### src/rtl/rr_select_encoder16_pkg.sv
// Shared constants and state encoding for the 16-way round-robin select encoder.
// No logic here; types and sizes only.
// Imported by the picker and the top level.
package rr_select_encoder16_pkg;

  localparam int NREQ  = 16;
  localparam int IDX_W = 4;

  typedef enum logic [1:0] {
    ST_IDLE  = 2'd0,
    ST_GRANT = 2'd1,
    ST_GAP   = 2'd2
  } arb_state_t;

endpackage

### src/rtl/rr_select_encoder16_pick.sv
// Rotating priority encoder: first set request at or after ptr, wrapping 15 -> 0.
// Latency: purely combinational.
// Backpressure: none; evaluated every cycle, result used only when the arbiter is idle.
module rr_pick16
  import rr_select_encoder16_pkg::*;
(
  input  logic [15:0] req,
  input  logic [3:0]  ptr,
  output logic        any,
  output logic [3:0]  idx
);

  logic [31:0]      req_dbl;
  logic [NREQ-1:0]  rot;
  logic [IDX_W-1:0] off;

  // Rotate so that bit ptr lands at position 0; doubling the vector makes the wrap free.
  assign req_dbl = {req, req} >> ptr;
  assign rot     = req_dbl[NREQ-1:0];
  assign any     = |req;

  // Lowest set bit of the rotated vector is the offset of the winner from ptr.
  always_comb begin
    off = '0;
    for (int i = NREQ - 1; i >= 0; i--) begin
      if (rot[i]) off = IDX_W'(i);
    end
  end

  // Adding ptr back wraps naturally in 4 bits.
  assign idx = ptr + off;

endmodule

### src/rtl/rr_select_encoder16.sv
// Round-robin arbiter for 16 requesters emitting a binary grant index plus enable for a 4:16 decoder.
// Latency: grant 1 clock after req seen in IDLE; one GAP plus one IDLE cycle between grants.
// Backpressure: owner holds grant until done, request drop or hold limit; other requests wait.
module rr_select_encoder16 #(
  parameter int MAX_HOLD = 8,
  parameter int HOLD_W   = 4
) (
  input  logic        clk,
  input  logic        rst,
  input  logic [15:0] req,
  input  logic        done,
  output logic [3:0]  gnt_idx,
  output logic        gnt_en,
  output logic        busy,
  output logic        timeout
);
  import rr_select_encoder16_pkg::*;

  // Last counter value of a grant; unused when MAX_HOLD is 0 (unlimited).
  localparam logic [HOLD_W-1:0] HOLD_LAST = HOLD_W'((MAX_HOLD == 0) ? 0 : MAX_HOLD - 1);

  arb_state_t        state_q, state_d;
  logic [IDX_W-1:0]  gnt_idx_q, gnt_idx_d;
  logic              gnt_en_q, gnt_en_d;
  logic              busy_q, busy_d;
  logic              timeout_q, timeout_d;
  logic [IDX_W-1:0]  ptr_q, ptr_d;
  logic [HOLD_W-1:0] hold_cnt_q, hold_cnt_d;

  logic             pick_any;
  logic [IDX_W-1:0] pick_idx;
  logic             owner_req;
  logic             expire;
  logic             grant_exit;

  rr_pick16 u_pick (
    .req (req),
    .ptr (ptr_q),
    .any (pick_any),
    .idx (pick_idx)
  );

  assign owner_req  = req[gnt_idx_q];
  assign expire     = (MAX_HOLD != 0) && (hold_cnt_q == HOLD_LAST);
  assign grant_exit = done || !owner_req || expire;

  // Next-state and next-output computation; every output is taken from its flop.
  always_comb begin
    state_d    = state_q;
    gnt_idx_d  = gnt_idx_q;
    ptr_d      = ptr_q;
    hold_cnt_d = hold_cnt_q;
    timeout_d  = 1'b0;
    case (state_q)
      ST_IDLE: begin
        if (pick_any) begin
          state_d    = ST_GRANT;
          gnt_idx_d  = pick_idx;
          hold_cnt_d = '0;
        end
      end
      ST_GRANT: begin
        hold_cnt_d = hold_cnt_q + 1'b1;
        if (grant_exit) begin
          state_d   = ST_GAP;
          ptr_d     = gnt_idx_q + 1'b1;
          // Timeout only when expiry alone ended the grant; done and req drop take precedence.
          timeout_d = expire && !done && owner_req;
        end
      end
      ST_GAP:  state_d = ST_IDLE;
      default: state_d = ST_IDLE;
    endcase
    gnt_en_d = (state_d == ST_GRANT);
    busy_d   = (state_d != ST_IDLE);
  end

  // State and output registers; async reset clears the enable without waiting for an edge.
  always_ff @(posedge clk or posedge rst) begin
    if (rst) begin
      state_q    <= ST_IDLE;
      gnt_idx_q  <= '0;
      gnt_en_q   <= 1'b0;
      busy_q     <= 1'b0;
      timeout_q  <= 1'b0;
      ptr_q      <= '0;
      hold_cnt_q <= '0;
    end else begin
      state_q    <= state_d;
      gnt_idx_q  <= gnt_idx_d;
      gnt_en_q   <= gnt_en_d;
      busy_q     <= busy_d;
      timeout_q  <= timeout_d;
      ptr_q      <= ptr_d;
      hold_cnt_q <= hold_cnt_d;
    end
  end

  assign gnt_idx = gnt_idx_q;
  assign gnt_en  = gnt_en_q;
  assign busy    = busy_q;
  assign timeout = timeout_q;

endmodule

### config.mk
export PLATFORM = sky130hd
export DESIGN_NAME = rr_select_encoder16
export DESIGN_NICKNAME = d
export VERILOG_FILES = /design/src/rtl/rr_select_encoder16_pkg.sv /design/src/rtl/rr_select_encoder16_pick.sv /design/src/rtl/rr_select_encoder16.sv
export SDC_FILE = /design/constraint.sdc
export NUM_CORES = 1
export LEC_CHECK = 0
export ABC_AREA = 1
export BUFFER_PORTS_ARGS = -buffer_cell sky130_fd_sc_hd__buf_2
export CORE_UTILIZATION = 40
export DETAILED_ROUTE_END_ITERATION = 8
export GPL_TIMING_DRIVEN = 0
export RECOVER_POWER = 50
export SLEW_MARGIN = 20
export SYNTH_ARGS = -nofsm -noshare
export SYNTH_HDL_FRONTEND = slang
export SYNTH_SLANG_ARGS = --single-unit
### constraint.sdc
create_clock -name clk -period 3.38 [get_ports clk]
set_clock_uncertainty 0.05 [all_clocks]
set_input_delay 0.507 -clock clk [delete_from_list [all_inputs] [get_ports clk]]
set_output_delay 0.507 -clock clk [all_outputs]
set_load 0.01 [all_outputs]
==> metrics.txt <==
Slew HR between 50% and 60%; Logic pwr share 80.4%; largest net degree at the start of global routing 18; Die Y 74.8 um; CP arrival about 3.2 ns; WP data required 3.50 ns; CP top delay family simple AND/OR/NAND/NOR gates; FMAX 325 MHz; peak supply drop between 400 and 500 uV; leading area contributor after synthesis dfrtp_1; slowest stage delay, CP 0.39 ns; count of pins over their slew limit 0; CTS Buffer Depth 2; met3 GRT Util under 10%; Via-to-Cell Ratio 5.26; crit path launch type flip-flop; Fin. Hold Viols 0; fin util between 40% and 50%; Most Frequent Cell on Critical Path nand2_1; Worst Tran Pin Value 0.632 ns; Rows 26; top cells by count, synth nand2_1, nand3_1, inv_1; area share of the largest cell type after synthesis 20.1%; clk slew on worst S/H paths approximately 0.070 ns; H-tree levels 1; Synth Warn # 0; WL/cell 13.8 um; met2 Usage GRT about two fifths; Tcrit/Tclk final between 90% and 100%; register share of total power between 10 and 15%; Antenna Nets Post-Route 0; Distinct cells, synth 37; Mapped Cells approximately 320; CTS buffer count 3; GPL Wtd Cong slightly above 0.8; core area around 5100 um2; Post-synth ARST share 100%; TritonCTS clock tree done; max_cap viols 0; syn_area_per_cell about 6.6 um2; Setup crit end kind flip-flop; LEAKAGE around 0.0012 uW; Setup-failing EPs final 0; Worst Path Max Fanout 10; Crit Path Class reg2reg; GRT Util Overall between 20% and 30%; final WL 5820 um; Pre-antenna DRT Iters 4; switching pwr 1510 uW; Port Buf Inserts 25; initial antenna violation count 0; Area contributors post-synth dfrtp_1, nand2_1, nand3_1, nand3_2, inv_1; mapped cell area approximately 2100 um2; Hold Crit Class in2async; die width roughly 75 um; status finished, final reports clean; syn nets around 350; slowest CP cell dfrtp_1; P&R area growth vs syn 12.8%; n_diodes 0; vias in the first global route about 2100; Synth Register Bits 17; CTS Sinks 17; DRT iter0 DRCs about 130; Seq/Total Area, Yosys 20.1%; I/O pin total 26; Initial Util about two fifths; fin cells 422; Most Crowded Layer GR met2; first-pass GRT wire length just under 10000 um; placed insts around 420; Power Density roughly 1100 nW/um2; Overflow after GRT 0; fin nets approximately 380; CP Launch Point ptr_q[0]; clock power share 5.6%; Vias between 2000 and 2500; Root Driver clkbuf_8; P_int 1150 uW; WHS roughly 0.28 ns; Most used DFF post-synth dfrtp_1; Worst-Skew Late Latency between 0.2 and 0.3 ns; worst r2r src ptr_q[0]; Fill cells between 500 and 600; Critical path buffers and inverters 4; count leader, synth nand2_1; share of cells above drive strength 1 about 24%; EDFF count, synth 0; Hold Buf Count CTS 0; Switching Fraction 56.8%; DRC viols 0; HPWL Detailed ~4800 um; met1 Use GR 29.1%; fin crit period roughly 3 ns; die area about 5600 um2
-- final timing paths --
path	slack (ns)	cells past startpoint	to
worst max-delay path	0.30	28	gnt_idx[2]
worst max register to register	0.30	28	gnt_idx[2]
min in group clk	0.37	2	timeout
worst min register to register	0.42	1	state_q[0]
worst min-delay path	0.28	2	state_q[0]
max in group asynchronous	2.59	2	gnt_idx[3]
-- area by class of cell --
class / instances / area [um2] / area share [%]
Tap cell: 70 / 87.6 / 3.66
Clock inverter: 1 / 5.00 / 0.209
Multi-Input combinational cell: 259 / 1460 / 61.0
Inverter: 33 / 134 / 5.60
Sequential cell: 17 / 425 / 17.8
Timing Repair Buffer: 26 / 129 / 5.39
Clock buffer: 3 / 41.3 / 1.73
Buffer: 13 / 109 / 4.55
-- power by group through the flow --
| stage | logic, uW | registers, uW | clock network, uW |
|---|---|---|---|
| floorplan | 1670 | 369 | 0 |
| global placement | 2110 | 377 | 0 |
| detailed placement | 2120 | 380 | 0 |
| CTS | 2140 | 376 | 156 |
| global route | 2460 | 384 | 163 |
| finish | 2140 | 373 | 150 |
-- through the flow --
step	setup WS [ns]	setup TNS, ns	instance area, um2	total power, uW
2_1_floorplan	0.634	0	2120	2030
3_3_place_gp	0.271	0	2330	2480
3_5_place_dp	0.257	0	2330	2500
4_1_cts	0.240	0	2380	2670
5_1_grt	-0.00443	-0.00443	2390	3010
6_report	0.303	0	2390	2660
-- placed cells by master, fill, tap and decap left out, types with 2 or more instances in the layout --
master / instances
nand2_1: 86
nand3_1: 52
inv_1: 30
buf_2: 27
o21ai_0: 21
nand3_2: 19
dfrtp_1: 17
nor2_1: 14
o21ai_1: 10
nand2_2: 9
nor4_1: 5
nand2_4: 5
o21ai_2: 5
a21oi_1: 5
xor2_1: 5
o221ai_1: 4
clkbuf_1: 4
ha_1: 4
buf_6: 3
clkbuf_8: 3
buf_4: 2
and2_1: 2
nor2_2: 2
-- kinds of logic (layout without fill, tap and decap cells) --
logic type / count (synthesis) / in the layout / share of synthesized area [%]
simple gates: 197 / 197 / 48.0
flops: 17 / 17 / 20.1
compound gates: 50 / 50 / 14.2
buf+inv: 46 / 76 / 11.3
xor+xnor: 6 / 6 / 2.48
fa+ha+maj: 6 / 6 / 3.90
-- routing by layer --
layer / up-vias / routed length, um
met1: 991 / 2540
met5: - / 0
met3: 10 / 350
met2: 77 / 2830
li1: 1143 / -
met4: 0 / 107
-- timing repair --
action / 4_1_cts / 5_1_grt
resized for setup: 0 / 3
endpoints found under the setup margin: 0 / 3
hold endpoints to repair: 0 / 0
buffers inserted: 0 / 1
-- flip-flops by register name (all words and copies together) (netlist names) --
name        cells
gnt_idx         4
hold_cnt_q      4
ptr_q           4
state_q         2
busy            1
gnt_en          1
timeout         1
Power figures use the tool's default switching activity.
